$ cat src/rtl/mem_port_arbiter_pkg.sv
// Shared types and constants for the IF/LS memory port arbiter.
package mem_arb_pkg;

    localparam int unsigned DW = 32;
    localparam int unsigned BW = 4;

    typedef enum logic [1:0] {
        IDLE = 2'd0,
        BUSY = 2'd1,
        RESP = 2'd2
    } state_e;

    typedef enum logic {
        OWN_IF = 1'b0,
        OWN_LS = 1'b1
    } owner_e;

    localparam logic [1:0] SZ_BYTE = 2'b00;
    localparam logic [1:0] SZ_HALF = 2'b01;
    localparam logic [1:0] SZ_WORD = 2'b10;

    // Request fields latched at grant and replayed on the memory port.
    typedef struct packed {
        owner_e          owner;
        logic            we;
        logic [BW-1:0]   bmask;
        logic [DW-1:0]   wdata;
    } mem_req_t;

endpackage

$ cat src/rtl/mem_port_arbiter_if.sv
// Bundle of fetch, load/store and memory-side signals around the arbiter.
interface mem_port_arbiter_if #(
    parameter int unsigned AW = 32
);
    logic          i_if_req;
    logic [AW-1:0] i_if_addr;
    logic          o_if_gnt;
    logic          o_if_rvalid;
    logic [31:0]   o_if_rdata;
    logic          o_if_err;

    logic          i_ls_req;
    logic          i_ls_we;
    logic [AW-1:0] i_ls_addr;
    logic [31:0]   i_ls_wdata;
    logic [1:0]    i_ls_size;
    logic          o_ls_gnt;
    logic          o_ls_rvalid;
    logic [31:0]   o_ls_rdata;
    logic          o_ls_err;

    logic          o_mem_req;
    logic          o_mem_we;
    logic [AW-1:0] o_mem_addr;
    logic [31:0]   o_mem_wdata;
    logic [3:0]    o_mem_bmask;
    logic          i_mem_ack;
    logic [31:0]   i_mem_rdata;

    modport slave (
        input  i_if_req, i_if_addr,
        output o_if_gnt, o_if_rvalid, o_if_rdata, o_if_err,
        input  i_ls_req, i_ls_we, i_ls_addr, i_ls_wdata, i_ls_size,
        output o_ls_gnt, o_ls_rvalid, o_ls_rdata, o_ls_err,
        output o_mem_req, o_mem_we, o_mem_addr, o_mem_wdata, o_mem_bmask,
        input  i_mem_ack, i_mem_rdata
    );

    modport master (
        output i_if_req, i_if_addr,
        input  o_if_gnt, o_if_rvalid, o_if_rdata, o_if_err,
        output i_ls_req, i_ls_we, i_ls_addr, i_ls_wdata, i_ls_size,
        input  o_ls_gnt, o_ls_rvalid, o_ls_rdata, o_ls_err,
        input  o_mem_req, o_mem_we, o_mem_addr, o_mem_wdata, o_mem_bmask,
        output i_mem_ack, i_mem_rdata
    );
endinterface

$ cat src/rtl/mem_port_arbiter_byte_lane_gen.sv
// Combinational byte-lane decode: size + low address bits -> byte mask,
// lane-shifted write data and misalignment flag.
module byte_lane_gen
    import mem_arb_pkg::*;
(
    input  logic [1:0]    i_size,
    input  logic [1:0]    i_addr_lo,
    input  logic [DW-1:0] i_wdata,
    output logic [BW-1:0] o_bmask_c,
    output logic [DW-1:0] o_wdata_c,
    output logic          o_misalign_c
);

    always_comb begin : lane_decode
        o_bmask_c    = '1;
        o_wdata_c    = i_wdata;
        o_misalign_c = 1'b0;
        case (i_size)
            SZ_BYTE: begin
                o_bmask_c = BW'(4'b0001 << i_addr_lo);
                o_wdata_c = i_wdata << {i_addr_lo, 3'b000};
            end
            SZ_HALF: begin
                o_bmask_c    = BW'(4'b0011 << {i_addr_lo[1], 1'b0});
                o_wdata_c    = i_wdata << {i_addr_lo, 3'b000};
                o_misalign_c = i_addr_lo[0];
            end
            // Word and the reserved 2'b11 code both behave as a full word.
            default: begin
                o_bmask_c    = '1;
                o_misalign_c = |i_addr_lo;
            end
        endcase
    end

endmodule

$ cat src/rtl/mem_port_arbiter.sv
// Arbitrates instruction fetch and load/store onto one single-port memory.
// Define ARB_RR_EN for round-robin arbitration; otherwise LS has fixed priority.
module mem_port_arbiter
    import mem_arb_pkg::*;
#(
    parameter int unsigned AW          = 32,
    parameter int unsigned TIMEOUT_CYC = 64
) (
    input  logic              i_clk,
    input  logic              i_reset,
    mem_port_arbiter_if.slave bus
);

    localparam int unsigned CW = (TIMEOUT_CYC > 1) ? $clog2(TIMEOUT_CYC) : 1;

    state_e        state_q, state_d;
    mem_req_t      req_q, req_d;
    logic [AW-1:0] addr_q, addr_d;
    logic [CW-1:0] cnt_q, cnt_d;
    logic [DW-1:0] rdata_q, rdata_d;
    logic          err_q, err_d;

    logic          if_rvalid_q, if_rvalid_d;
    logic [DW-1:0] if_rdata_q, if_rdata_d;
    logic          if_err_q, if_err_d;
    logic          ls_rvalid_q, ls_rvalid_d;
    logic [DW-1:0] ls_rdata_q, ls_rdata_d;
    logic          ls_err_q, ls_err_d;

`ifdef ARB_RR_EN
    owner_e        last_q, last_d;
`endif

    logic          any_req, pick_ls, timeout;
    owner_e        win_owner;
    logic [1:0]    sel_size;
    logic [AW-1:0] sel_addr;
    logic [DW-1:0] sel_wdata;
    logic [BW-1:0] lane_bmask;
    logic [DW-1:0] lane_wdata;
    logic          lane_misalign;
    logic          if_gnt_c, ls_gnt_c;

    // Winner selection; IF is fed through the lane decoder as a word access.
    always_comb begin : arb_sel
        any_req = bus.i_if_req | bus.i_ls_req;
`ifdef ARB_RR_EN
        pick_ls = bus.i_ls_req & (~bus.i_if_req | (last_q == OWN_IF));
`else
        pick_ls = bus.i_ls_req;
`endif
        win_owner = pick_ls ? OWN_LS : OWN_IF;
        sel_size  = pick_ls ? bus.i_ls_size  : SZ_WORD;
        sel_addr  = pick_ls ? bus.i_ls_addr  : bus.i_if_addr;
        sel_wdata = pick_ls ? bus.i_ls_wdata : '0;
        timeout   = (cnt_q == CW'(TIMEOUT_CYC - 1));
    end

    byte_lane_gen u_lane (
        .i_size       (sel_size),
        .i_addr_lo    (sel_addr[1:0]),
        .i_wdata      (sel_wdata),
        .o_bmask_c    (lane_bmask),
        .o_wdata_c    (lane_wdata),
        .o_misalign_c (lane_misalign)
    );

    always_ff @(posedge i_clk or posedge i_reset) begin : state_reg
        if (i_reset) state_q <= IDLE;
        else         state_q <= state_d;
    end

    always_comb begin : next_state
        state_d = state_q;
        case (state_q)
            IDLE:    if (any_req) state_d = lane_misalign ? RESP : BUSY;
            BUSY:    if (bus.i_mem_ack || timeout) state_d = RESP;
            RESP:    state_d = IDLE;
            default: state_d = IDLE;
        endcase
    end

    always_comb begin : out_comb
        if_gnt_c    = 1'b0;
        ls_gnt_c    = 1'b0;
        req_d       = req_q;
        addr_d      = addr_q;
        cnt_d       = cnt_q;
        rdata_d     = rdata_q;
        err_d       = err_q;
        if_rvalid_d = 1'b0;
        if_rdata_d  = if_rdata_q;
        if_err_d    = 1'b0;
        ls_rvalid_d = 1'b0;
        ls_rdata_d  = ls_rdata_q;
        ls_err_d    = 1'b0;
`ifdef ARB_RR_EN
        last_d      = last_q;
`endif
        case (state_q)
            IDLE: begin
                if (any_req) begin
                    if_gnt_c    = ~pick_ls;
                    ls_gnt_c    = pick_ls;
                    req_d.owner = win_owner;
                    req_d.we    = pick_ls & bus.i_ls_we;
                    req_d.bmask = lane_bmask;
                    req_d.wdata = lane_wdata;
                    addr_d      = {sel_addr[AW-1:2], 2'b00};
                    cnt_d       = '0;
                    err_d       = lane_misalign;
                    rdata_d     = '0;
`ifdef ARB_RR_EN
                    last_d      = win_owner;
`endif
                end
            end
            BUSY: begin
                cnt_d = cnt_q + CW'(1);
                if (bus.i_mem_ack) begin
                    rdata_d = bus.i_mem_rdata;
                end else if (timeout) begin
                    err_d   = 1'b1;
                    rdata_d = '0;
                end
            end
            RESP: begin
                if (req_q.owner == OWN_LS) begin
                    ls_rvalid_d = 1'b1;
                    ls_rdata_d  = rdata_q;
                    ls_err_d    = err_q;
                end else begin
                    if_rvalid_d = 1'b1;
                    if_rdata_d  = rdata_q;
                    if_err_d    = err_q;
                end
            end
            default: ;
        endcase
    end

    always_ff @(posedge i_clk or posedge i_reset) begin : data_reg
        if (i_reset) begin
            req_q       <= '0;
            addr_q      <= '0;
            cnt_q       <= '0;
            rdata_q     <= '0;
            err_q       <= 1'b0;
            if_rvalid_q <= 1'b0;
            if_rdata_q  <= '0;
            if_err_q    <= 1'b0;
            ls_rvalid_q <= 1'b0;
            ls_rdata_q  <= '0;
            ls_err_q    <= 1'b0;
`ifdef ARB_RR_EN
            last_q      <= OWN_IF;
`endif
        end else begin
            req_q       <= req_d;
            addr_q      <= addr_d;
            cnt_q       <= cnt_d;
            rdata_q     <= rdata_d;
            err_q       <= err_d;
            if_rvalid_q <= if_rvalid_d;
            if_rdata_q  <= if_rdata_d;
            if_err_q    <= if_err_d;
            ls_rvalid_q <= ls_rvalid_d;
            ls_rdata_q  <= ls_rdata_d;
            ls_err_q    <= ls_err_d;
`ifdef ARB_RR_EN
            last_q      <= last_d;
`endif
        end
    end

    assign bus.o_if_gnt    = if_gnt_c;
    assign bus.o_ls_gnt    = ls_gnt_c;
    assign bus.o_if_rvalid = if_rvalid_q;
    assign bus.o_if_rdata  = if_rdata_q;
    assign bus.o_if_err    = if_err_q;
    assign bus.o_ls_rvalid = ls_rvalid_q;
    assign bus.o_ls_rdata  = ls_rdata_q;
    assign bus.o_ls_err    = ls_err_q;
    // Memory request is a pure decode of the state flop, so reset drops it at once.
    assign bus.o_mem_req   = (state_q == BUSY);
    assign bus.o_mem_we    = req_q.we;
    assign bus.o_mem_addr  = addr_q;
    assign bus.o_mem_wdata = req_q.wdata;
    assign bus.o_mem_bmask = req_q.bmask;

endmodule

$ cat src/flat_wrapper.sv
// flat-port wrapper written by rule: the top's interface ports become plain ports
module mem_port_arbiter_flat import mem_arb_pkg::*;
#(
    parameter int unsigned AW          = 32,
    parameter int unsigned TIMEOUT_CYC = 64
)
  (i_clk, i_reset, bus_i_if_req, bus_i_if_addr, bus_o_if_gnt, bus_o_if_rvalid, bus_o_if_rdata, bus_o_if_err, bus_i_ls_req, bus_i_ls_we, bus_i_ls_addr, bus_i_ls_wdata, bus_i_ls_size, bus_o_ls_gnt, bus_o_ls_rvalid, bus_o_ls_rdata, bus_o_ls_err, bus_o_mem_req, bus_o_mem_we, bus_o_mem_addr, bus_o_mem_wdata, bus_o_mem_bmask, bus_i_mem_ack, bus_i_mem_rdata);
  mem_port_arbiter_if #(.AW(AW)) bus_i ();
  input  logic i_clk;
  input  logic i_reset;
  input wire logic [$bits(bus_i.i_if_req)-1:0] bus_i_if_req;
  input wire logic [$bits(bus_i.i_if_addr)-1:0] bus_i_if_addr;
  output wire logic [$bits(bus_i.o_if_gnt)-1:0] bus_o_if_gnt;
  output wire logic [$bits(bus_i.o_if_rvalid)-1:0] bus_o_if_rvalid;
  output wire logic [$bits(bus_i.o_if_rdata)-1:0] bus_o_if_rdata;
  output wire logic [$bits(bus_i.o_if_err)-1:0] bus_o_if_err;
  input wire logic [$bits(bus_i.i_ls_req)-1:0] bus_i_ls_req;
  input wire logic [$bits(bus_i.i_ls_we)-1:0] bus_i_ls_we;
  input wire logic [$bits(bus_i.i_ls_addr)-1:0] bus_i_ls_addr;
  input wire logic [$bits(bus_i.i_ls_wdata)-1:0] bus_i_ls_wdata;
  input wire logic [$bits(bus_i.i_ls_size)-1:0] bus_i_ls_size;
  output wire logic [$bits(bus_i.o_ls_gnt)-1:0] bus_o_ls_gnt;
  output wire logic [$bits(bus_i.o_ls_rvalid)-1:0] bus_o_ls_rvalid;
  output wire logic [$bits(bus_i.o_ls_rdata)-1:0] bus_o_ls_rdata;
  output wire logic [$bits(bus_i.o_ls_err)-1:0] bus_o_ls_err;
  output wire logic [$bits(bus_i.o_mem_req)-1:0] bus_o_mem_req;
  output wire logic [$bits(bus_i.o_mem_we)-1:0] bus_o_mem_we;
  output wire logic [$bits(bus_i.o_mem_addr)-1:0] bus_o_mem_addr;
  output wire logic [$bits(bus_i.o_mem_wdata)-1:0] bus_o_mem_wdata;
  output wire logic [$bits(bus_i.o_mem_bmask)-1:0] bus_o_mem_bmask;
  input wire logic [$bits(bus_i.i_mem_ack)-1:0] bus_i_mem_ack;
  input wire logic [$bits(bus_i.i_mem_rdata)-1:0] bus_i_mem_rdata;
  assign bus_i.i_if_req = bus_i_if_req;
  assign bus_i.i_if_addr = bus_i_if_addr;
  assign bus_o_if_gnt = bus_i.o_if_gnt;
  assign bus_o_if_rvalid = bus_i.o_if_rvalid;
  assign bus_o_if_rdata = bus_i.o_if_rdata;
  assign bus_o_if_err = bus_i.o_if_err;
  assign bus_i.i_ls_req = bus_i_ls_req;
  assign bus_i.i_ls_we = bus_i_ls_we;
  assign bus_i.i_ls_addr = bus_i_ls_addr;
  assign bus_i.i_ls_wdata = bus_i_ls_wdata;
  assign bus_i.i_ls_size = bus_i_ls_size;
  assign bus_o_ls_gnt = bus_i.o_ls_gnt;
  assign bus_o_ls_rvalid = bus_i.o_ls_rvalid;
  assign bus_o_ls_rdata = bus_i.o_ls_rdata;
  assign bus_o_ls_err = bus_i.o_ls_err;
  assign bus_o_mem_req = bus_i.o_mem_req;
  assign bus_o_mem_we = bus_i.o_mem_we;
  assign bus_o_mem_addr = bus_i.o_mem_addr;
  assign bus_o_mem_wdata = bus_i.o_mem_wdata;
  assign bus_o_mem_bmask = bus_i.o_mem_bmask;
  assign bus_i.i_mem_ack = bus_i_mem_ack;
  assign bus_i.i_mem_rdata = bus_i_mem_rdata;
  mem_port_arbiter #(.AW(AW), .TIMEOUT_CYC(TIMEOUT_CYC)) u_core (.i_clk(i_clk), .i_reset(i_reset), .bus(bus_i));
endmodule
$ cat config.mk
export PLATFORM = sky130hd
export DESIGN_NAME = mem_port_arbiter_flat
export DESIGN_NICKNAME = d
export VERILOG_FILES = /design/src/rtl/mem_port_arbiter_pkg.sv /design/src/rtl/mem_port_arbiter_if.sv /design/src/rtl/mem_port_arbiter_byte_lane_gen.sv /design/src/rtl/mem_port_arbiter.sv /design/src/flat_wrapper.sv
export SDC_FILE = /design/constraint.sdc
export NUM_CORES = 1
export LEC_CHECK = 0
export BUFFER_PORTS_ARGS = -buffer_cell sky130_fd_sc_hd__buf_2
export CORE_MARGIN = 1
export CORE_UTILIZATION = 45
export DETAILED_ROUTE_END_ITERATION = 10
export GPL_ROUTABILITY_DRIVEN = 0
export PLACE_DENSITY = 0.72
export RECOVER_POWER = 50
export SYNTH_ARGS = -nofsm -noshare
export SYNTH_HDL_FRONTEND = slang
export SYNTH_SLANG_ARGS = --single-unit
$ cat constraint.sdc
create_clock -name i_clk -period 5.4 [get_ports i_clk]
set_input_delay 1.08 -clock i_clk [delete_from_list [all_inputs] [get_ports i_clk]]
set_output_delay 1.08 -clock i_clk [all_outputs]
set_load 0.03 [all_outputs]
# Word level (Yosys, flattened, before mapping)
# Cells that the tools add are included.
dict set report totals {
  register_bits 177
  latch_bits 0
  mem_bits_rw 0
  mem_bits_ro 0
  input_bits 136
  output_inout_bits 140
  wordCells 78
  mem_count 0
}
dict set report classes {
  addsub 1
  n_mul 0
  div_mod_pow 0
  order_cmp 0
  n_eq_ne 9
  n_shift 3
  muxes 33
  bitwise 4
  reduce_logical 13
}
# cell count
set ops {}
lappend ops {{$mux 32} 6}
lappend ops {{$pmux 32 s2} 1}
lappend ops {{$shl 32x5->32} 1}
lappend ops {{$mux 1} 16}
lappend ops {{$pmux 6 s2} 1}
lappend ops {{$reduce_and 2->1} 5}
lappend ops {{$mux 2} 4}
lappend ops {{$pmux 4 s2} 1}
lappend ops {{$add 6x1->6 const B} 1}
lappend ops {{$eq 6x6->1 const B} 1}
lappend ops {{$mux 6} 1}
lappend ops {{$ne 2x1->1 const B} 3}
lappend ops {{$eq 2x1->1 const B} 2}
lappend ops {{$logic_not 2->1} 2}
lappend ops {{$pmux 1 s2} 2}
lappend ops {{$pmux 2 s2} 1}
lappend ops {{$reduce_and 4->1} 1}
lappend ops {{$reduce_or 2->1} 2}
lappend ops {{$shl 1x2->4 const A} 1}
lappend ops {{$shl 2x2->4 const A} 1}
lappend ops {{$ne 3x1->1 const B} 1}
lappend ops {{$reduce_and 3->1} 1}
lappend ops {{$eq 2x2->1 const B} 1}
lappend ops {{$ne 2x2->1 const B} 1}
lappend ops {{other kinds (5)} 6}

# Logic depth before layout (Yosys ltp)
# Gate-level depths: netlist of the first run.
dict set report logic_depth {
  word_depth 6
  depth_mapped 7
  ltp_nobuf 6
}

# Modules after synthesis
# From an unflattened synthesis of the first run, not the netlist that was laid out.
dict set report hier_totals {
  hier_cells 776
  area_unflattened_um2 8640.8
}
# mod instances cells_per_inst area_each_um2 seq_area_each_um2
set modules_own_cells {}
lappend modules_own_cells {mem_port_arbiter 1 662 7908.8 4429.2}
lappend modules_own_cells {byte_lane_gen 1 114 732.0 0.0}

# Least setup slack after synthesis of the first run
# OpenSTA, ideal clock, no wires.
dict set report synth_timing {
  path_type {input port to output port}
  from {in bus_i_ls_req}
  to {out bus_o_if_gnt}
  t_arrival_ns 2.015
  t_required_ns 4.320
  slack_ns 2.305
  path_stages 4
  n_path_buf 3
  cell_sequence {buf_2 > buf_4 > clkbuf_1 > nor2_1}
}
dict set report synth_via {
  elab_chain_cells 3
  word_cells_on_any_way 4
  classes_between {2 x mux; 2 x bitwise}
}
# element line_no
set synth_rtl {}
lappend synth_rtl {{start, declared} flat_wrapper.sv:17} ;# input wire logic [$bits(bus_i.i_ls_req)-1:0] bus_i_ls_req;
lappend synth_rtl {{$or 1x1->1 or $not 1->1 (tied branches)} {mem_port_arbiter.sv:46, mem_port_arbiter.sv:103}}
lappend synth_rtl {{$mux 1 (*)} mem_port_arbiter.sv:102} ;# if (any_req) begin
lappend synth_rtl {{$mux 1 (*)} mem_port_arbiter.sv:100} ;# case (state_q)
lappend synth_rtl {{end, declared} flat_wrapper.sv:13} ;# output wire logic [$bits(bus_i.o_if_gnt)-1:0] bus_o_if_gnt;
# Mark *: on every way between the ends. The rest lies on a longest branch, timed or not.

# Worst setup path in the final report of the first run
# Ends and elaborated chain as after synthesis.

==> results.toml, run 1 <==
[run_status]
outcome = "finished, violations left"
violations = "max-capacitance violations, max-slew violations"

[timing]
maxSlewHeadroom_pct = -61.2
fin_skew_ns = 0.00881
hold_violations = 0
timing.fmax_ghz = 0.275
setup_viol = 0
fin_crit_ns = 3.63
drv_slew = 213
fin_ws_ns = 1.77
fin_hold_ws_ns = 0.471
rsz0062_at_grt = "false"
setup_tns_ns = 0
timing.final.crit_share_pct = 67.2
tightestPinTransition_ns = 2.42

[route]
drc = 0
via_per_inst = 5.14
routed_wl_mm = 19.3
firstDrtPassIters = 5
drt_iter0_markers = 295
drtAntennaViolNets = 0
wl_per_cell_microns = 16.5
vias = 5999

[synth]
ys_seq_area_share_pct = 57.5
synth-async-reset-ratio_pct = 100
yosysWarnings = 0
synth_top_cell_by_area = "dfrtp_1"
netlist_top_cells_area = "dfrtp_1 (58%), nand2_1 (7.5%), mux2i_1 (5.1%), a22o_1 (4.8%), buf_4 (4.4%)"
syn-mean-instance-area_sq_um = 10.8
synth_most_common_cell = "dfrtp_1"
synth_top_area_share_pct = 57.5
synth-edff-count = 0
ys_types = 47
syn_area_sq_um = 7700
ys_ff_latch = 177
synth_ff_type = "dfrtp_1"
synth_commonest_cells = "dfrtp_1 (177), nand2_1 (154), nor2_1 (51), buf_4 (45), a22o_1 (42)"
syn-instance-count = 710

[die]
num_io_pins = 276
die_w_microns = 133
dieArea_sq_um = 17600
rows = 47
coreArea_sq_um = 16600
initial_core_util_pct = 46.3
die-height_microns = 133

[power]
p_leak_nw = 5.03
power_density_nw_per_um2 = 601
peakVddDrop_mv = 0.276
total_power_mw = 5.69

[place]
postPlaceCellArea_sq_um = 8910
dp.final_hpwl_mm = 13.2
placed_cells = 1133
pre_cts_slack_ns = 2.11
io_buffers = 273

[clocking]
post_cts_buffers = 0
ctsResizeCount = 0
cts-root-buf = "clkbuf_16"
cts.reportedPaths.clkPinSlew_ns = 0.07
cts_tree = "yes"
clk_latency_ns = 0.43
clk_path_buf_depth = 2
cts_hold_buf = 0
h-tree-depth = 4
cts_sinks = 177
cts_made_buffers = 17

[global_routing]
grt_max_degree = 178
grt_pass1_vias = 5901
grt_remaining_overflow = 0
antenna_found_initial = 1
grt_usage_pct = 22.7
grt_pass1_wl_mm = 31.0

[worst_setup_path]
cp-start-kind = "input pin"
critical_path_arrival_ns = 2.55
worstSetupPathType = "input pin to output pin"
crit_required_ns = 4.32
worstSetupEndpointType = "output pin"
worst-path-max-fanout = 37
ff2ff_path_depth = 3
timing.reg2reg.setup_slack_ns = 2.63

[cells_and_area]
design_area_sq_um = 9470
fillerInstances = 1467
nets = 1069
area_growth_pct = 22.9
final_core_util_pct = 56.9
drive_above_1_share_pct = 34.8
final-instance-count-excl-fill = 1166

[min_path]
hold_path_depth = 2
min_path_type = "flop to flop"

[job]
max_cap_violations = 2
layout make-up:
| cell class | instances | area, sq um | share of cell area (%) |
|---|---|---|---|
| diodes | 1 | 2.50 | 0.0264 |
| clock buffers | 18 | 439 | 4.64 |
| clock inverters | 14 | 163 | 1.72 |
| inverters | 6 | 26.3 | 0.278 |
| multi-input cells | 451 | 2760 | 29.1 |
| flip-flops and latches | 177 | 4430 | 46.8 |
| well taps | 220 | 275 | 2.91 |
| repair buffers | 279 | 1370 | 14.5 |
cell families after synthesis:
family	Yosys count	synth area share [%]
mux	72	9.93
compound gates	143	12.8
fa+ha+maj	1	0.162
other cells	1	0.0487
buf+inv	83	6.84
xor+xnor	2	0.227
simple gates	231	12.5
flops	177	57.5
critical path, cell delays in order:
cell	delay (ns)
clkbuf_1	0.55
buf_4	0.58
nor2_1	0.09
buf_2	0.20
routing by layer:
metal | GRT usage, % | vias to the layer above | routed length (microns)
li1 | - | 2860 | -
met1 | 30.4 | 2835 | 8450
met2 | 34.7 | 266 | 8920
met3 | 5.82 | 38 | 1430
met4 | 9.90 | 0 | 484
met5 | 0 | - | 0
sequential cells by signal, summed over array words and instances (netlist names):
signal / count
u_core.bus.o_mem_addr: 30
u_core.bus.o_if_rvalid: 1
u_core.cnt_q: 6
u_core.err_q: 1
u_core.rdata_q: 32
u_core.bus.o_ls_rvalid: 1
u_core.req_q: 1
u_core.bus.o_if_err: 1
u_core.bus.o_mem_bmask: 4
u_core.bus.o_mem_wdata: 32
u_core.bus.o_if_rdata: 32
u_core.bus.o_ls_err: 1
u_core.bus.o_mem_we: 1
u_core.bus.o_ls_rdata: 32
u_core.state_q: 2
where the power goes:
group	total (mW)	internal (mW)	switching [mW]	leakage (nW)
registers	2.08	1.81	0.277	2.31
clock network	1.25	0.674	0.572	0.294
logic	2.36	0.676	1.69	2.42
placed cells by master (no fill, tap or decap), types with 2 or more instances in the layout:
master,n
inv_2,2
clkinv_4,3
nand2_1,154
nand2b_1,3
inv_1,2
buf_2,246
dfrtp_1,177
mux2_2,30
xor2_1,2
and2_1,2
inv_6,3
nor2_1,50
buf_4,4
o22ai_1,6
clkinvlp_4,2
a221oi_1,15
a211oi_1,7
conb_1,2
mux2i_1,39
clkbuf_16,17
a22o_1,42
o21ai_0,39
mux2_1,2
a21oi_1,25
nand3b_1,3
nand3_1,5
nor2_2,2
o31ai_1,3
clkbuf_1,28
inv_8,5
nor3_1,2
worst paths after layout:
kind,startpoint,endpoint
worst min register to register,u_core.bus.o_ls_rdata[19],u_core.bus.o_ls_rdata[19]
worst min-delay path,u_core.bus.o_ls_rdata[19],u_core.bus.o_ls_rdata[19]
worst max-delay path,bus_i_ls_req,bus_o_if_gnt
worst max register to register,u_core.state_q[0],u_core.bus.o_if_rdata[5]
max in group asynchronous,i_reset,u_core.cnt_q[4]
min in group asynchronous,i_reset,u_core.bus.o_if_rdata[26]
(Power assumes the default switching activity.)
==> inputs of run 2 (changes only) <==
--- a/config.mk
+++ b/config.mk
@@ -7,10 +7,10 @@
 export LEC_CHECK = 0
 export BUFFER_PORTS_ARGS = -buffer_cell sky130_fd_sc_hd__buf_2
 export CORE_MARGIN = 1
-export CORE_UTILIZATION = 45
+export CORE_UTILIZATION = 50
 export DETAILED_ROUTE_END_ITERATION = 10
 export GPL_ROUTABILITY_DRIVEN = 0
-export PLACE_DENSITY = 0.72
+export PLACE_DENSITY = 0.76
 export RECOVER_POWER = 50
 export SYNTH_ARGS = -nofsm -noshare
 export SYNTH_HDL_FRONTEND = slang
==> constraint.sdc (replaced) <==
create_clock -name i_clk -period 3.65 [get_ports i_clk]
set_input_delay 0.73 -clock i_clk [delete_from_list [all_inputs] [get_ports i_clk]]
set_output_delay 0.73 -clock i_clk [all_outputs]
set_load 0.03 [all_outputs]
==> results.toml, run 2 (synthesized netlist as in run 1, its figures left out) <==
[job]
max_cap_violations = 2

[global_routing]
grt_use_met2_pct = 38.4
grt_usage_pct = 24.7
antenna_found_initial = 0
grt_pass1_wl_mm = 30.4
grtUsageMet3_pct = 6.75
grt_max_degree = 178
met1_usage_pct = 33.0
grt_remaining_overflow = 0
top_usage_layer = "met2"
grt_pass1_vias = 5901

[route]
drt_iter0_markers = 386
vias = 6022
drc = 0
drtAntennaViolNets = 0
wl_per_cell_microns = 16.7
firstDrtPassIters = 5
via_per_inst = 5.33
routed_wl_mm = 18.9

[worst_setup_path]
worst-path-max-fanout = 68
worstSetupEndpointType = "flop"
r2r-start = "u_core.state_q[0]"
worstSetupPathType = "input pin to flop"
timing.reg2reg.setup_slack_ns = 0.91
critical_path_arrival_ns = 3.25
ff2ff_path_depth = 3
cp-startpoint = "bus_i_ls_req"
crit_required_ns = 3.96
cp-start-kind = "input pin"
reg2reg_to = "u_core.bus.o_if_rdata[9]"

[timing]
drv_slew = 213
timing.fmax_ghz = 0.340
rsz0062_at_grt = "false"
timing.final.crit_share_pct = 80.7
fin_skew_ns = 0.0148
maxSlewHeadroom_pct = -55.4
setup_viol = 0
setup_tns_ns = 0
tightestPinTransition_ns = 2.33
fin_hold_ws_ns = 0.473
hold_violations = 0
fin_crit_ns = 2.94

[cells_and_area]
diodes = 0
area_growth_pct = 22.4
layout_common_cells = "buf_2 (240), dfrtp_1 (177), nand2_1 (154), nor2_1 (51), a22o_1 (42)"
nets = 1070
layout_commonest_cell = "buf_2"
drive_above_1_share_pct = 33.7

[clocking]
cts_made_buffers = 17
cts-root-buf = "clkbuf_16"
post_cts_buffers = 0
clk_latency_ns = 0.43
cts_sinks = 177
cts_tree = "yes"
ctsResizeCount = 0
h-tree-depth = 4
cts.reportedPaths.clkPinSlew_ns = 0.07
clk_path_buf_depth = 2
cts_hold_buf = 0

[power]
p_switching_mw = 3.67
power_density_nw_per_um2 = 902
swShare_pct = 43.1
seqPwrFrac_pct = 36.4
p_int_mw = 4.83
clock_power_share_pct = 22.7
comb_power_share_pct = 40.9
peakVddDrop_mv = 0.479
p_leak_nw = 5.02
total_power_mw = 8.50

[die]
die-height_microns = 126
die_w_microns = 126
dieArea_sq_um = 15900
rows = 44
coreArea_sq_um = 14800
initial_core_util_pct = 52.2
num_io_pins = 276

[min_path]
min_path_type = "flop to flop"
hold_path_depth = 2
min_to = "u_core.bus.o_mem_addr[4]"
hp-start = "u_core.bus.o_mem_addr[4]"

[place]
dp.final_hpwl_mm = 12.9
io_buffers = 273

[run_status]
violations = "max-capacitance violations, max-slew violations"
outcome = "finished, violations left"
## run 2: cell count changes in the layout (fill, tap and decap cells not counted), sizes merged
| cell | change |
|---|---|
| diode | -1 |
| inv | -3 |
| clkinv | -1 |
| clkbuf | +6 |
| bufinv | +3 |
| buf | -5 |
## run 2: cell type report
| type | instances | area (sq um) |
|---|---|---|
| Tap cell | 184 | 230 |
| Clock inverter | 13 | 199 |
| Fill cell | 1240 | 5330 |
| Sequential cell | 177 | 4430 |
| Multi-Input combinational cell | 451 | 2730 |
| Timing Repair Buffer | 280 | 1390 |
| Inverter | 6 | 23.8 |
| Clock buffer | 18 | 429 |
## run 2: power by group through the flow
stage	sequential, mW	combinational (mW)	clock (mW)
after floorplan	3.84	2.02	0
after global placement	3.11	3.49	0
after detailed placement	3.12	3.55	0
after CTS	3.10	3.56	1.98
after global routing	3.19	3.75	2.05
final	3.10	3.48	1.93
## run 2: worst max-delay path: stages
cell      delay, ns
clkbuf_1       0.77
o21ai_1        0.71
buf_4          0.41
buf_12         0.20
a221oi_1       0.33
nor2_1         0.10
## run 2: worst max path at each step
stage,end,slack (ns),depth (start not counted)
finish,u_core.bus.o_mem_wdata[24],0.71,6
global route,u_core.bus.o_if_rdata[8],0.53,3
detailed placement,u_core.bus.o_ls_err,1.16,4
global placement,u_core.bus.o_mem_wdata[0],1.16,5
floorplan,u_core.bus.o_if_err,0.65,1
CTS,u_core.bus.o_ls_err,1.14,4
## run 2: metrics by stage
step	cells	instance area (sq um)	util, %	worst slack (ns)
after floorplan	711	7710	-	0.653
after CTS	1129	9520	64.5	1.14
after global placement	1098	8890	60.2	1.16
final	1129	9430	63.9	0.705
after global routing	1129	9430	63.9	0.533
after detailed placement	1098	8890	60.2	1.16
## run 2: per-layer routing
layer  wire length [microns]  part of all wire, %
met5                       0                    0
met4                     383                  2.0
met3                    1660                  8.8
met2                    8870                   47
met1                    7940                   42
==> inputs of run 3 (changes only) <==
==> constraint.sdc (replaced) <==
create_clock -name i_clk -period 2.9 [get_ports i_clk]
set_input_delay 0.58 -clock i_clk [delete_from_list [all_inputs] [get_ports i_clk]]
set_output_delay 0.58 -clock i_clk [all_outputs]
set_load 0.03 [all_outputs]
==> results.toml, run 3 (synthesized netlist as in run 1, its figures left out) <==
[run_status]
outcome = "completed"

[worst_setup_path]
worstSetupPathType = "flop to output pin"
critical_path_arrival_ns = 1.79
crit_slowest_cell = "dfrtp_1"
path_buf_inv = 1
reg2reg_to = "u_core.bus.o_mem_wdata[26]"
crit_family = "simple AND/OR/NAND/NOR gates"
r2r-start = "u_core.state_q[0]"
critPathMostFrequentCell = "nor2_1"
cp-startpoint = "u_core.state_q[0]"
worst-path-max-fanout = 6
timing.reg2reg.setup_slack_ns = 0.56
crit_chain = "nor2_1 > nand2_1 > nor2_1 > buf_2"
endpoint = "bus_o_if_gnt"
cp-start-kind = "flop"
ff2ff_path_depth = 5
critical_path_cell_count = 4
worstSetupEndpointType = "output pin"
critPathMaxStageDelay_ns = 0.46
crit_required_ns = 2.32

[power]
p_switching_mw = 4.59
p_leak_nw = 4.94
swShare_pct = 44.0
comb_power_share_pct = 41.4
p_int_mw = 5.84
clock_power_share_pct = 21.1
seqPwrFrac_pct = 37.5
peakVddDrop_mv = 0.554
power_density_nw_per_um2 = 1110

[clocking]
cts_tree = "yes"
clk_latency_ns = 0.42
h-tree-depth = 4
post_cts_buffers = 0
cts-root-buf = "clkbuf_16"
clk_path_buf_depth = 2
ctsResizeCount = 0
cts_made_buffers = 17
cts_sinks = 177
cts_hold_buf = 0
cts.reportedPaths.clkPinSlew_ns = 0.06

[cells_and_area]
final_core_util_pct = 63.6
drive_above_1_share_pct = 31.8
regArea_sq_um = 4430
layout_commonest_cell = "buf_2"
layout_common_cells = "buf_2 (221), dfrtp_1 (177), nand2_1 (154), clkbuf_1 (55), nor2_1 (51)"
multiInputGateArea_sq_um = 2740
fillerInstances = 1280
area_growth_pct = 21.8
nets = 1073
diodes = 0

[global_routing]
antenna_found_initial = 0
grt_max_degree = 74
grt_pass1_vias = 5988
grt_pass1_wl_mm = 30.7
grt_usage_pct = 24.8
grt_remaining_overflow = 0

[route]
wl_per_cell_microns = 16.7
via_per_inst = 5.36
drc = 0
firstDrtPassIters = 5
routed_wl_mm = 18.9
drtAntennaViolNets = 0
drt_iter0_markers = 409
vias = 6071

[min_path]
min_path_type = "input pin to async pin"

[job]
max_cap_violations = 0

[timing]
timing.final.crit_share_pct = 81.7
timing.fmax_ghz = 0.422
fin_skew_ns = 0.00803
drv_slew = 0
hold_violations = 0
setup_tns_ns = 0
maxSlewHeadroom_pct = 13.3
tightestPinTransition_ns = 1.30
setup_viol = 0
fin_ws_ns = 0.531
fin_crit_ns = 2.37
rsz0062_at_grt = "false"

[place]
pre_cts_slack_ns = 0.596
io_buffers = 273
dp.final_hpwl_mm = 13.2

[die]
coreArea_sq_um = 14800
rows = 44
num_io_pins = 276
die_w_microns = 126
initial_core_util_pct = 52.2
die-height_microns = 126
dieArea_sq_um = 15900
## run 3: cell type report
type	instances	area share, %
Clock buffer	22	5.05
Clock inverter	9	1.05
Inverter	6	0.253
Multi-Input combinational cell	451	29.2
Sequential cell	177	47.2
Tap cell	184	2.45
Timing Repair Buffer	283	14.8
## run 3: worst min-delay path by stage
| stage | depth (start not counted) | endpoint | startpoint | slack (ns) |
|---|---|---|---|---|
| finish | 2 | u_core.cnt_q[2] | i_reset | 0.21 |
| detailed placement | 2 | u_core.bus.o_ls_rdata[19] | u_core.bus.o_ls_rdata[19] | 0.46 |
| floorplan | 2 | u_core.bus.o_mem_bmask[1] | u_core.bus.o_mem_bmask[1] | 0.44 |
| CTS | 2 | u_core.cnt_q[5] | i_reset | 0.13 |
| global route | 2 | u_core.cnt_q[5] | i_reset | 0.27 |
| global placement | 2 | u_core.bus.o_ls_rdata[2] | u_core.bus.o_ls_rdata[2] | 0.45 |
## run 3: routing by layer
| layer | track usage, % | up-vias | part of all wire [%] |
|---|---|---|---|
| li1 | - | 2878 | - |
| met1 | 32.6 | 2867 | 42 |
| met2 | 40.4 | 298 | 48 |
| met3 | 5.23 | 28 | 8.0 |
| met4 | 9.43 | 0 | 2.1 |
| met5 | 0 | - | 0 |
## run 3: worst reg2reg max path, stage by stage (launching register included)
cell	delay, ns
dfrtp_1	0.46
nor2_1	0.36
o21ai_0	0.23
clkbuf_2	0.59
a221oi_1	0.50
nor2_1	0.09
## run 3: power by group through the flow
| stage | Clock [mW] | Sequential, mW | Combinational, mW |
|---|---|---|---|
| 5_1_grt | 2.34 | 4.03 | 4.66 |
| 3_5_place_dp | 0 | 3.93 | 4.45 |
| 4_1_cts | 2.24 | 3.90 | 4.46 |
| 3_3_place_gp | 0 | 3.92 | 4.37 |
| 2_1_floorplan | 0 | 4.83 | 2.54 |
| 6_report | 2.20 | 3.91 | 4.32 |
## run 3: metrics by stage
step,cells,instance area [sq um],hold slack [ns],total power [mW]
floorplan,711,7710,0.440,7.37
global placement,1101,8910,0.453,8.30
detailed placement,1101,8910,0.456,8.38
CTS,1132,9480,0.133,10.6
global route,1132,9380,0.270,11.0
finish,1132,9380,0.214,10.4
